$ cat config.mk
export PLATFORM = sky130hd
export DESIGN_NAME = iter_alu_flat
export DESIGN_NICKNAME = d
export VERILOG_FILES = /design/src/rtl/iter_alu_if.sv /design/src/rtl/iter_alu.sv /design/src/flat_wrapper.sv
export SDC_FILE = /design/constraint.sdc
export NUM_CORES = 1
export LEC_CHECK = 0
export ABC_AREA = 1
export CAP_MARGIN = 40
export CORE_ASPECT_RATIO = 1.2
export CORE_MARGIN = 2
export CORE_UTILIZATION = 45
export DETAILED_ROUTE_END_ITERATION = 12
export GPL_TIMING_DRIVEN = 0
export HOLD_SLACK_MARGIN = 0.08
export SYNTH_ARGS = -nofsm -noshare
export SYNTH_HDL_FRONTEND = slang
export SYNTH_SLANG_ARGS = --single-unit
export TNS_END_PERCENT = 10
$ cat constraint.sdc
create_clock -name clk -period 2.6 [get_ports clk]
set_input_delay 0.65 -clock clk [delete_from_list [all_inputs] [get_ports clk]]
set_output_delay 0.65 -clock clk [all_outputs]
set_load 0.02 [all_outputs]
$ cat src/rtl/iter_alu_if.sv
// Command/result bus for iter_alu: operand handshake in, result handshake out.
interface iter_alu_if #(
    parameter int WIDTH     = 8,
    parameter int OUT_WIDTH = 2 * WIDTH
);
    logic                 in_valid;
    logic                 in_ready;
    logic [WIDTH-1:0]     a_in;
    logic [WIDTH-1:0]     b_in;
    logic [2:0]           op_in;
    logic                 out_valid;
    logic                 out_ready;
    logic [OUT_WIDTH-1:0] alu_out;
    logic                 carry;
    logic                 zero;
    logic                 div_err;

    // Producer of commands and consumer of results
    modport master (
        output in_valid, a_in, b_in, op_in, out_ready,
        input  in_ready, out_valid, alu_out, carry, zero, div_err
    );

    // The ALU itself
    modport slave (
        input  in_valid, a_in, b_in, op_in, out_ready,
        output in_ready, out_valid, alu_out, carry, zero, div_err
    );
endinterface

$ cat src/rtl/iter_alu.sv
// Iterative ALU: single-cycle ADD/SUB/MULT/logic ops, WIDTH-cycle restoring
// divider. One command in flight; result held until the consumer takes it.
module iter_alu #(
    parameter int WIDTH     = 8,
    parameter int OUT_WIDTH = 2 * WIDTH
) (
    input  logic      clk,
    input  logic      rst,      // asynchronous, active-low
    iter_alu_if.slave bus
);
    localparam int CNT_W = $clog2(WIDTH);

    localparam logic [2:0] OP_ADD  = 3'd0;
    localparam logic [2:0] OP_SUB  = 3'd1;
    localparam logic [2:0] OP_MULT = 3'd2;
    localparam logic [2:0] OP_DIV  = 3'd3;
    localparam logic [2:0] OP_AND  = 3'd4;
    localparam logic [2:0] OP_OR   = 3'd5;
    localparam logic [2:0] OP_NOT  = 3'd6;
    localparam logic [2:0] OP_XOR  = 3'd7;

    typedef enum logic [1:0] {
        IDLE    = 2'd0,
        DIV_RUN = 2'd1,
        DONE    = 2'd2
    } state_t;

    state_t               state_q, state_d;
    logic [OUT_WIDTH-1:0] alu_out_q, alu_out_d;
    logic                 carry_q, carry_d;
    logic                 zero_q, zero_d;
    logic                 div_err_q, div_err_d;
    logic [WIDTH-1:0]     rem_q, rem_d;       // partial remainder
    logic [WIDTH-1:0]     quo_q, quo_d;       // dividend shifting out, quotient shifting in
    logic [WIDTH-1:0]     divisor_q, divisor_d;
    logic [CNT_W-1:0]     cnt_q, cnt_d;

    logic                 accept_s;
    logic                 div_start_s;
    logic [WIDTH:0]       sum_s;
    logic [OUT_WIDTH-1:0] op_res_s;
    logic                 op_carry_s;
    logic                 op_err_s;
    logic [WIDTH:0]       trial_s;
    logic [WIDTH-1:0]     rem_step_s;
    logic [WIDTH-1:0]     quo_step_s;

    assign accept_s    = bus.in_valid && (state_q == IDLE);
    assign div_start_s = (bus.op_in == OP_DIV) && (bus.b_in != {WIDTH{1'b0}});

    // Single-cycle result for the operands currently on the bus
    always_comb begin
        sum_s      = {1'b0, bus.a_in} + {1'b0, bus.b_in};
        op_res_s   = {OUT_WIDTH{1'b0}};
        op_carry_s = 1'b0;
        op_err_s   = 1'b0;
        case (bus.op_in)
            OP_ADD: begin
                op_res_s   = {{(WIDTH-1){1'b0}}, sum_s};
                op_carry_s = sum_s[WIDTH];
            end
            OP_SUB: begin
                // extend before subtracting so the wrap is at OUT_WIDTH bits
                op_res_s   = {{WIDTH{1'b0}}, bus.a_in} - {{WIDTH{1'b0}}, bus.b_in};
                op_carry_s = (bus.a_in < bus.b_in);
            end
            OP_MULT: op_res_s = {{WIDTH{1'b0}}, bus.a_in} * {{WIDTH{1'b0}}, bus.b_in};
            OP_DIV: begin
                // only reaches the result register when the divisor is zero
                op_res_s = {bus.a_in, {WIDTH{1'b1}}};
                op_err_s = 1'b1;
            end
            OP_AND:  op_res_s = {{WIDTH{1'b0}}, bus.a_in & bus.b_in};
            OP_OR:   op_res_s = {{WIDTH{1'b0}}, bus.a_in | bus.b_in};
            OP_NOT:  op_res_s = {{WIDTH{1'b0}}, ~bus.a_in};
            OP_XOR:  op_res_s = {{WIDTH{1'b0}}, bus.a_in ^ bus.b_in};
            default: op_res_s = {OUT_WIDTH{1'b0}};
        endcase
    end

    // One restoring-division step: try subtracting the divisor from the shifted remainder
    always_comb begin
        trial_s = {rem_q, quo_q[WIDTH-1]} - {1'b0, divisor_q};
        if (trial_s[WIDTH]) begin
            rem_step_s = {rem_q[WIDTH-2:0], quo_q[WIDTH-1]};
            quo_step_s = {quo_q[WIDTH-2:0], 1'b0};
        end else begin
            rem_step_s = trial_s[WIDTH-1:0];
            quo_step_s = {quo_q[WIDTH-2:0], 1'b1};
        end
    end

    // Next-state and result-register logic
    always_comb begin
        state_d   = state_q;
        alu_out_d = alu_out_q;
        carry_d   = carry_q;
        zero_d    = zero_q;
        div_err_d = div_err_q;
        rem_d     = rem_q;
        quo_d     = quo_q;
        divisor_d = divisor_q;
        cnt_d     = cnt_q;
        case (state_q)
            IDLE: begin
                if (accept_s && div_start_s) begin
                    state_d   = DIV_RUN;
                    rem_d     = {WIDTH{1'b0}};
                    quo_d     = bus.a_in;
                    divisor_d = bus.b_in;
                    cnt_d     = CNT_W'(WIDTH - 1);
                end else if (accept_s) begin
                    state_d   = DONE;
                    alu_out_d = op_res_s;
                    carry_d   = op_carry_s;
                    zero_d    = (op_res_s == {OUT_WIDTH{1'b0}});
                    div_err_d = op_err_s;
                end else begin
                    state_d = IDLE;
                end
            end
            DIV_RUN: begin
                rem_d = rem_step_s;
                quo_d = quo_step_s;
                if (cnt_q == {CNT_W{1'b0}}) begin
                    state_d   = DONE;
                    alu_out_d = {rem_step_s, quo_step_s};
                    carry_d   = 1'b0;
                    zero_d    = ({rem_step_s, quo_step_s} == {OUT_WIDTH{1'b0}});
                    div_err_d = 1'b0;
                end else begin
                    cnt_d = cnt_q - CNT_W'(1);
                end
            end
            DONE: begin
                if (bus.out_ready) begin
                    state_d = IDLE;
                end else begin
                    state_d = DONE;
                end
            end
            default: state_d = IDLE;
        endcase
    end

    // State and datapath registers; reset discards any command in flight
    always_ff @(posedge clk or negedge rst) begin
        if (!rst) begin
            state_q   <= IDLE;
            alu_out_q <= {OUT_WIDTH{1'b0}};
            carry_q   <= 1'b0;
            zero_q    <= 1'b0;
            div_err_q <= 1'b0;
            rem_q     <= {WIDTH{1'b0}};
            quo_q     <= {WIDTH{1'b0}};
            divisor_q <= {WIDTH{1'b0}};
            cnt_q     <= {CNT_W{1'b0}};
        end else begin
            state_q   <= state_d;
            alu_out_q <= alu_out_d;
            carry_q   <= carry_d;
            zero_q    <= zero_d;
            div_err_q <= div_err_d;
            rem_q     <= rem_d;
            quo_q     <= quo_d;
            divisor_q <= divisor_d;
            cnt_q     <= cnt_d;
        end
    end

    assign bus.in_ready  = (state_q == IDLE);
    assign bus.out_valid = (state_q == DONE);
    assign bus.alu_out   = alu_out_q;
    assign bus.carry     = carry_q;
    assign bus.zero      = zero_q;
    assign bus.div_err   = div_err_q;
endmodule
$ cat src/flat_wrapper.sv
// flat-port wrapper written by rule: the top's interface ports become plain ports
module iter_alu_flat 
#(
    parameter int WIDTH     = 8,
    parameter int OUT_WIDTH = 2 * WIDTH
)
  (clk, rst, bus_in_valid, bus_a_in, bus_b_in, bus_op_in, bus_out_ready, bus_in_ready, bus_out_valid, bus_alu_out, bus_carry, bus_zero, bus_div_err);
  iter_alu_if #(.WIDTH(WIDTH), .OUT_WIDTH(OUT_WIDTH)) bus_i ();
  input  logic clk;
  input  logic rst;
  input wire logic [$bits(bus_i.in_valid)-1:0] bus_in_valid;
  input wire logic [$bits(bus_i.a_in)-1:0] bus_a_in;
  input wire logic [$bits(bus_i.b_in)-1:0] bus_b_in;
  input wire logic [$bits(bus_i.op_in)-1:0] bus_op_in;
  input wire logic [$bits(bus_i.out_ready)-1:0] bus_out_ready;
  output wire logic [$bits(bus_i.in_ready)-1:0] bus_in_ready;
  output wire logic [$bits(bus_i.out_valid)-1:0] bus_out_valid;
  output wire logic [$bits(bus_i.alu_out)-1:0] bus_alu_out;
  output wire logic [$bits(bus_i.carry)-1:0] bus_carry;
  output wire logic [$bits(bus_i.zero)-1:0] bus_zero;
  output wire logic [$bits(bus_i.div_err)-1:0] bus_div_err;
  assign bus_i.in_valid = bus_in_valid;
  assign bus_i.a_in = bus_a_in;
  assign bus_i.b_in = bus_b_in;
  assign bus_i.op_in = bus_op_in;
  assign bus_i.out_ready = bus_out_ready;
  assign bus_in_ready = bus_i.in_ready;
  assign bus_out_valid = bus_i.out_valid;
  assign bus_alu_out = bus_i.alu_out;
  assign bus_carry = bus_i.carry;
  assign bus_zero = bus_i.zero;
  assign bus_div_err = bus_i.div_err;
  iter_alu #(.WIDTH(WIDTH), .OUT_WIDTH(OUT_WIDTH)) u_core (.clk(clk), .rst(rst), .bus(bus_i));
endmodule
==> results of run 1 <==
-- kinds of logic (layout without fill, tap and decap cells) --
family / count (synthesis) / in the layout / synth area share, %
and+or+nand+nor: 438 / 438 / 29.10
buffers and inverters: 251 / 347 / 15.33
AOI/OAI and AO/OA: 116 / 116 / 10.30
adders and majority gates: 109 / 109 / 25.54
DFF: 48 / 48 / 18.51
xor gates and xnor gates: 9 / 9 / 1.215
-- critical path, delay by kind of cell --
kind	cells	cell delay, ns
adder cells (fa/ha/maj)	5	2.34
buffers and inverters	7	0.44
AND/OR/NAND/NOR	15	1.16
-- path summary, 6_finish.rpt --
kind | start | to | cells after the start
max | bus_a_in[6] | u_core.bus.zero | 27
min | rst | u_core.rem_q[1] | 1
max reg2reg | u_core.quo_q[7] | u_core.bus.zero | 18
min reg2reg | u_core.bus.alu_out[13] | u_core.bus.alu_out[13] | 1
max in group asynchronous | rst | u_core.bus.div_err | 2
min in group clk | u_core.bus.alu_out[13] | u_core.bus.alu_out[13] | 1
-- layout make-up --
type,count,area [sq um],share of cell area [%]
clock buffers,6,138.9,1.677
clock inverters,2,13.76,0.1662
repair buffers,88,782.0,9.443
inverters,215,807.0,9.745
multi-input cells,672,4726,57.06
flip-flops and latches,48,1201,14.50
well taps,175,219.0,2.644
plain buffers,36,394.1,4.759
-- sequential cells by signal, summed over array words and instances (netlist names) --
register	count
u_core.bus.div_err	1
u_core.bus.alu_out	16
u_core.divisor_q	8
u_core.quo_q	8
u_core.bus.carry	1
u_core.rem_q	8
u_core.bus.zero	1
u_core.state_q	2
u_core.cnt_q	3
-- power groups by stage --
stage               logic, W  clock network, W  registers, W
finish               0.00520          0.000677       0.00131
global route         0.00581          0.000709       0.00135
CTS                  0.00505          0.000684       0.00131
detailed placement   0.00463                 0       0.00132
global placement     0.00459                 0       0.00131
floorplan            0.00324                 0       0.00144
-- placed cells by master, fill, tap and decap left out, types with 16 or more instances in the layout --
| cell type | Yosys | layout |
|---|---|---|
| a21oi_1 | 32 | 26 |
| dfrtp_1 | 48 | 48 |
| nand2_2 | 2 | 29 |
| nor2_1 | 59 | 50 |
| inv_2 | 7 | 24 |
| ha_1 | 70 | 62 |
| buf_4 | 1 | 43 |
| nand2_1 | 254 | 216 |
| nand3_1 | 83 | 62 |
| clkdlybuf4s50_1 | 0 | 25 |
| buf_6 | 3 | 16 |
| fa_1 | 39 | 35 |
| nand3_2 | 5 | 26 |
| inv_1 | 208 | 191 |
| o21ai_0 | 43 | 41 |
-- routing by layer --
layer,track usage (%),vias up,part of all wire (%)
met5,0,-,0
met4,13.08,0,4.3
met3,2.371,60,3.6
met2,51.86,182,53
met1,31.41,3077,39
li1,-,3206,-
-- stage by stage --
| step | hold slack, ns | power [W] | utilization [%] |
|---|---|---|---|
| after floorplan | 0.3544 | 0.004677 | - |
| after global placement | 0.4669 | 0.005906 | 51.91 |
| after detailed placement | 0.4750 | 0.005951 | 52.01 |
| after CTS | 0.3717 | 0.007039 | 56.58 |
| after global routing | 0.3968 | 0.007863 | 58.18 |
| final | 0.3460 | 0.007182 | 58.18 |
-- what timing repair did --
| action | CTS | global route |
|---|---|---|
| hold endpoints to repair | 0 | 0 |
| setup buffers | 37 | 7 |
| resized for setup | 140 | 58 |
| pin swaps | 54 | 32 |
| setup endpoints to repair | 30 | 37 |
| cloned | 1 | 0 |
==> impl_metrics.ini, run 1 <==
[synth]
synth.top_cells.by_area = dfrtp_1, nand2_1, ha_1, fa_1, inv_1
most_instantiated_library_cell_after_synthesis = nand2_1
synth-async-reset-ratio_pct = 100.0
synthCells = 971
count_of_synthesis_stage_warnings_from_yosys = 0
synth.yosys.seq_area_share_pct = 18.51
post_synth_most_frequent_cells = nand2_1, inv_1, nand3_1
yosys_most_used_dff = dfrtp_1
synth.top_cell.area_share_pct = 18.51
synth_area_leader_cell = dfrtp_1
syn-mean-instance-area_sq_um = 6.681
syn-num-nets = 1103
synth.ff_latch_count = 48
synth_area_sq_mm = 0.006487
synthDistinctLibCells = 45
synth_edf_count = 0

[layout]
synthToLayoutAreaGrowth_pct = 27.66
final_design_area_no_fill_sq_mm = 0.008282
post_route_cells_drive_above_1_share_pct = 21.65
design.final.nets = 1198
post_layout_nonfiller_instances = 1242
antennaDiodeCount = 0
nFillCells = 1428

[placement]
numPortBuffers = 42
dp.cells = 1189
dpl-instance-area_sq_mm = 0.007403
sum_of_net_half_perimeters_after_detailed_placement_mm = 16.09
detailedPlace.worstSlack_ns = -2.810
gpl.final_weighted_congestion = 0.9478

[global_route]
grt_max_degree = 26
grt_antenna_before_repair = 0
first_pass_grt_wire_length_mm = 33.20
grt_overflow_total = 0
groute.usage.overall_pct = 27.63
first_global_vias = 6655

[power]
power.density_cell_area_mw_per_mm2 = 867.2
peakVddDrop_mv = 0.5999
power.share.combinational_pct = 72.4
intPower_w = 0.003625
total_leakage_power_nw = 4.585
power_switching_share_pct = 49.52
pwr-share-seq_pct = 18.2
p_sw_w = 0.003556
clkPwrFrac_pct = 9.4

[clock_network]
clock_insertion_delay_worst_skew_ns = 0.29
cts_num_sinks = 48
cts-root-to-sink-buffers = 2
h-tree-depth = 2
cts_inserted_buffers = 5
clk_pin_slew_ns = 0.07
hold_buffers = 0
tritoncts = done
clock-root-buffer = clkbuf_16

[timing]
fmax_ghz = 0.2286
setup-tns-final_ns = -20.52
remaining_max_slew_budget_at_the_tightest_pin_pct = 54.44
finalHoldViolCount = 0
fin_crit_ns = 4.374
drv_slew = 0
grt_setup_unrepaired = yes
timing.final.ws_setup_ns = -1.774
fin_crit_sh_pct = 168.2
max_slew.worst_pin.slew_ns = 0.6834
clock-skew-final_ns = 0.004531
finalSetupViolCount = 14

[worst_setup_path]
crit_arrival_ns = 4.61
worst-endpoint-required_ns = 2.84
critPathMostFrequentCell = nand2_1
worst_path_max_delay_cell = fa_1
crit_path_max_incr_delay_ns = 0.52
startpoint_type_of_the_worst_setup_path = primary input
cp_max_fo = 6
reg2reg_setup_slack_ns = -0.03
critPathCaptureType = register
critPathKind = in -> reg

[die]
floorplan.initialDensity_pct = 45.58
die_y_microns = 135.5
x_dimension_of_the_die_microns = 113.6
fp-row-count = 48
core_area_sq_mm = 0.01423
fp.dieArea_sq_mm = 0.01540
floorplan.io_pins = 44

[drt]
detail_route.wirelength_mm = 20.25
initialDrtViolationCount = 326
post_drt_wl_per_cell_microns = 16.30
drt-vias-per-instance = 5.254
via_count = 6525
firstDrtPassIters = 7
antenna_violating_nets_post_route = 0
drc = 0

[flow_run]
maxCapViolations = 0

[status]
status = finished with violations
failed_checks = negative setup slack

[worst_hold_path]
hold_path.class = in -> async
Note: power is estimated with default switching activity, not from simulation.
==> run 2, diff against run 1 <==
--- a/config.mk
+++ b/config.mk
@@ -8,7 +8,6 @@
 export ABC_AREA = 1
 export CAP_MARGIN = 40
 export CORE_ASPECT_RATIO = 1.2
-export CORE_MARGIN = 2
 export CORE_UTILIZATION = 45
 export DETAILED_ROUTE_END_ITERATION = 12
 export GPL_TIMING_DRIVEN = 0
==> impl_metrics.ini, run 2 (same netlist as run 1, synthesis figures left out) <==
[worst_setup_path]
crit_arrival_ns = 4.68
critPathKind = in -> reg
worst-endpoint-required_ns = 2.83
ff2ff_path_depth = 15
critPathCaptureType = register
cp_max_fo = 6
worst_r2r_endpoint = u_core.bus.alu_out[8]
launching_element_of_the_worst_setup_path = bus_a_in[3]
reg2reg_setup_slack_ns = -0.10
rr_startpoint = u_core.quo_q[7]
startpoint_type_of_the_worst_setup_path = primary input

[drt]
firstDrtPassIters = 12
via_count = 6481
detail_route.wirelength_mm = 20.50
post_drt_wl_per_cell_microns = 16.75
drt-vias-per-instance = 5.295
initialDrtViolationCount = 412
drc = 4
antenna_violating_nets_post_route = 0

[placement]
gpl.final_weighted_congestion = 0.9616
numPortBuffers = 42
sum_of_net_half_perimeters_after_detailed_placement_mm = 16.23

[die]
x_dimension_of_the_die_microns = 111.6
core_area_sq_mm = 0.01394
floorplan.io_pins = 44
fp-row-count = 47
die_y_microns = 133.5
fp.dieArea_sq_mm = 0.01490
floorplan.initialDensity_pct = 46.55

[power]
overall_power_consumption_w = 0.007054
total_leakage_power_nw = 4.515
power.density_cell_area_mw_per_mm2 = 861.2
peakVddDrop_mv = 0.6301

[status]
failed_checks = design-rule violations, negative setup slack
status = finished with violations

[layout]
nFillCells = 1355
antennaDiodeCount = 0
largest_reg_flops = 16
post_route_cells_drive_above_1_share_pct = 21.27
layout.cells.most_common_list = nand2_1, inv_1, nand3_1
design.final.nets = 1185
synthToLayoutAreaGrowth_pct = 26.27
mostFrequentLayoutCell = nand2_1
final_util_pct = 58.78

[timing]
remaining_max_slew_budget_at_the_tightest_pin_pct = 58.08
finalSetupViolCount = 15
drv_slew = 0
grt_setup_unrepaired = yes
fin_crit_sh_pct = 171.2
timing.final.ws_setup_ns = -1.852
fmax_ghz = 0.2246
clock-skew-final_ns = 0.002267
finalHoldViolCount = 0
max_slew.worst_pin.slew_ns = 0.6289
fin_crit_ns = 4.452

[clock_network]
clock-root-buffer = clkbuf_16
tritoncts = done
cts_inserted_buffers = 5
clock_insertion_delay_worst_skew_ns = 0.29
cts_num_sinks = 48
h-tree-depth = 2
cts-root-to-sink-buffers = 2
clk_pin_slew_ns = 0.06

[global_route]
first_global_vias = 6375
grt_overflow_total = 0
grt_antenna_before_repair = 0
first_pass_grt_wire_length_mm = 32.55
groute.usage.overall_pct = 28.39
grt_max_degree = 37

[worst_hold_path]
hold_path.class = in -> async

[flow_run]
maxCapViolations = 0
[run 2: changes by cell type in the layout (fill, tap and decap cells not counted), moves of 3 or more]
cell / change
buf_4: -10
buf_6: -8
clkbuf_8: +3
nand2_2: +3
nor2_1: -3
nor2_2: +3
[run 2: worst max-delay path by stage]
stage                     slack, ns         endpoint
after floorplan               -1.61  u_core.bus.zero
after global placement        -2.86  u_core.bus.zero
after detailed placement      -2.88  u_core.bus.zero
after CTS                     -1.88  u_core.bus.zero
after global routing          -2.05  u_core.bus.zero
final                         -1.85  u_core.bus.zero
[run 2: where the power goes]
part,internal [W],leakage [nW],switching [W],total [W]
combinational,0.00209,3.87,0.00303,0.00513
sequential,0.00108,0.579,0.000230,0.00131
clock,0.000350,0.0667,0.000265,0.000615
[run 2: layout make-up]
class | instances | area (sq um) | share of cell area, %
well taps | 171 | 214.0 | 2.612
plain buffers | 36 | 401.6 | 4.903
clock buffers | 6 | 128.9 | 1.573
inverters | 215 | 807.0 | 9.852
clock inverters | 1 | 5.005 | 0.06110
repair buffers | 75 | 679.4 | 8.294
multi-input cells | 672 | 4755 | 58.04
flip-flops and latches | 48 | 1201 | 14.66
[run 2: repair_timing]
item / 4_1_cts / 5_1_grt
cloned: 2 / 0
setup endpoints to repair: 19 / 16
hold buffers: 0 / 0
gates resized for setup: 150 / 52
buffers inserted: 28 / 2
pin swaps: 49 / 53
[run 2: per-stage QoR]
step | std cells | hold slack, ns | setup TNS, ns | setup WS, ns | area, sq um
2_1_floorplan | 971 | 0.3544 | -18.10 | -1.606 | 6749
3_3_place_gp | 1184 | 0.4555 | -71.54 | -2.865 | 7383
3_5_place_dp | 1185 | 0.4619 | -43.78 | -2.883 | 7398
4_1_cts | 1222 | 0.2691 | -21.20 | -1.877 | 8000
5_1_grt | 1224 | 0.2797 | -23.29 | -2.054 | 8192
6_report | 1224 | 0.2635 | -20.84 | -1.852 | 8192
[run 2: worst max-delay path, cell delays in order]
cell and delay (ns):
buf_8 0.11, clkbuf_16 0.16, nand2_4 0.05, inv_2 0.03
fa_1 0.58, fa_1 0.45, fa_1 0.49, inv_1 0.05
fa_1 0.52, inv_2 0.05, ha_4 0.31, nand2_2 0.06
nand2_2 0.09, nand2_2 0.05, nand2_2 0.08, nand2_2 0.06
nand3_2 0.06, nand2_2 0.07, nand3_4 0.09, nand2_4 0.07
nor2_4 0.09, nand2_1 0.05, nor2_1 0.13, nand3_2 0.11
nand2_2 0.11, nand2_1 0.06, nand2_1 0.06
[run 2: layer usage]
metal	global-route usage, %	vias up	routed length, microns
met5	0	-	0
met4	14.56	0	1023
met3	2.320	62	815
met2	51.98	187	10390
met1	33.08	3061	8266
li1	-	3171	-
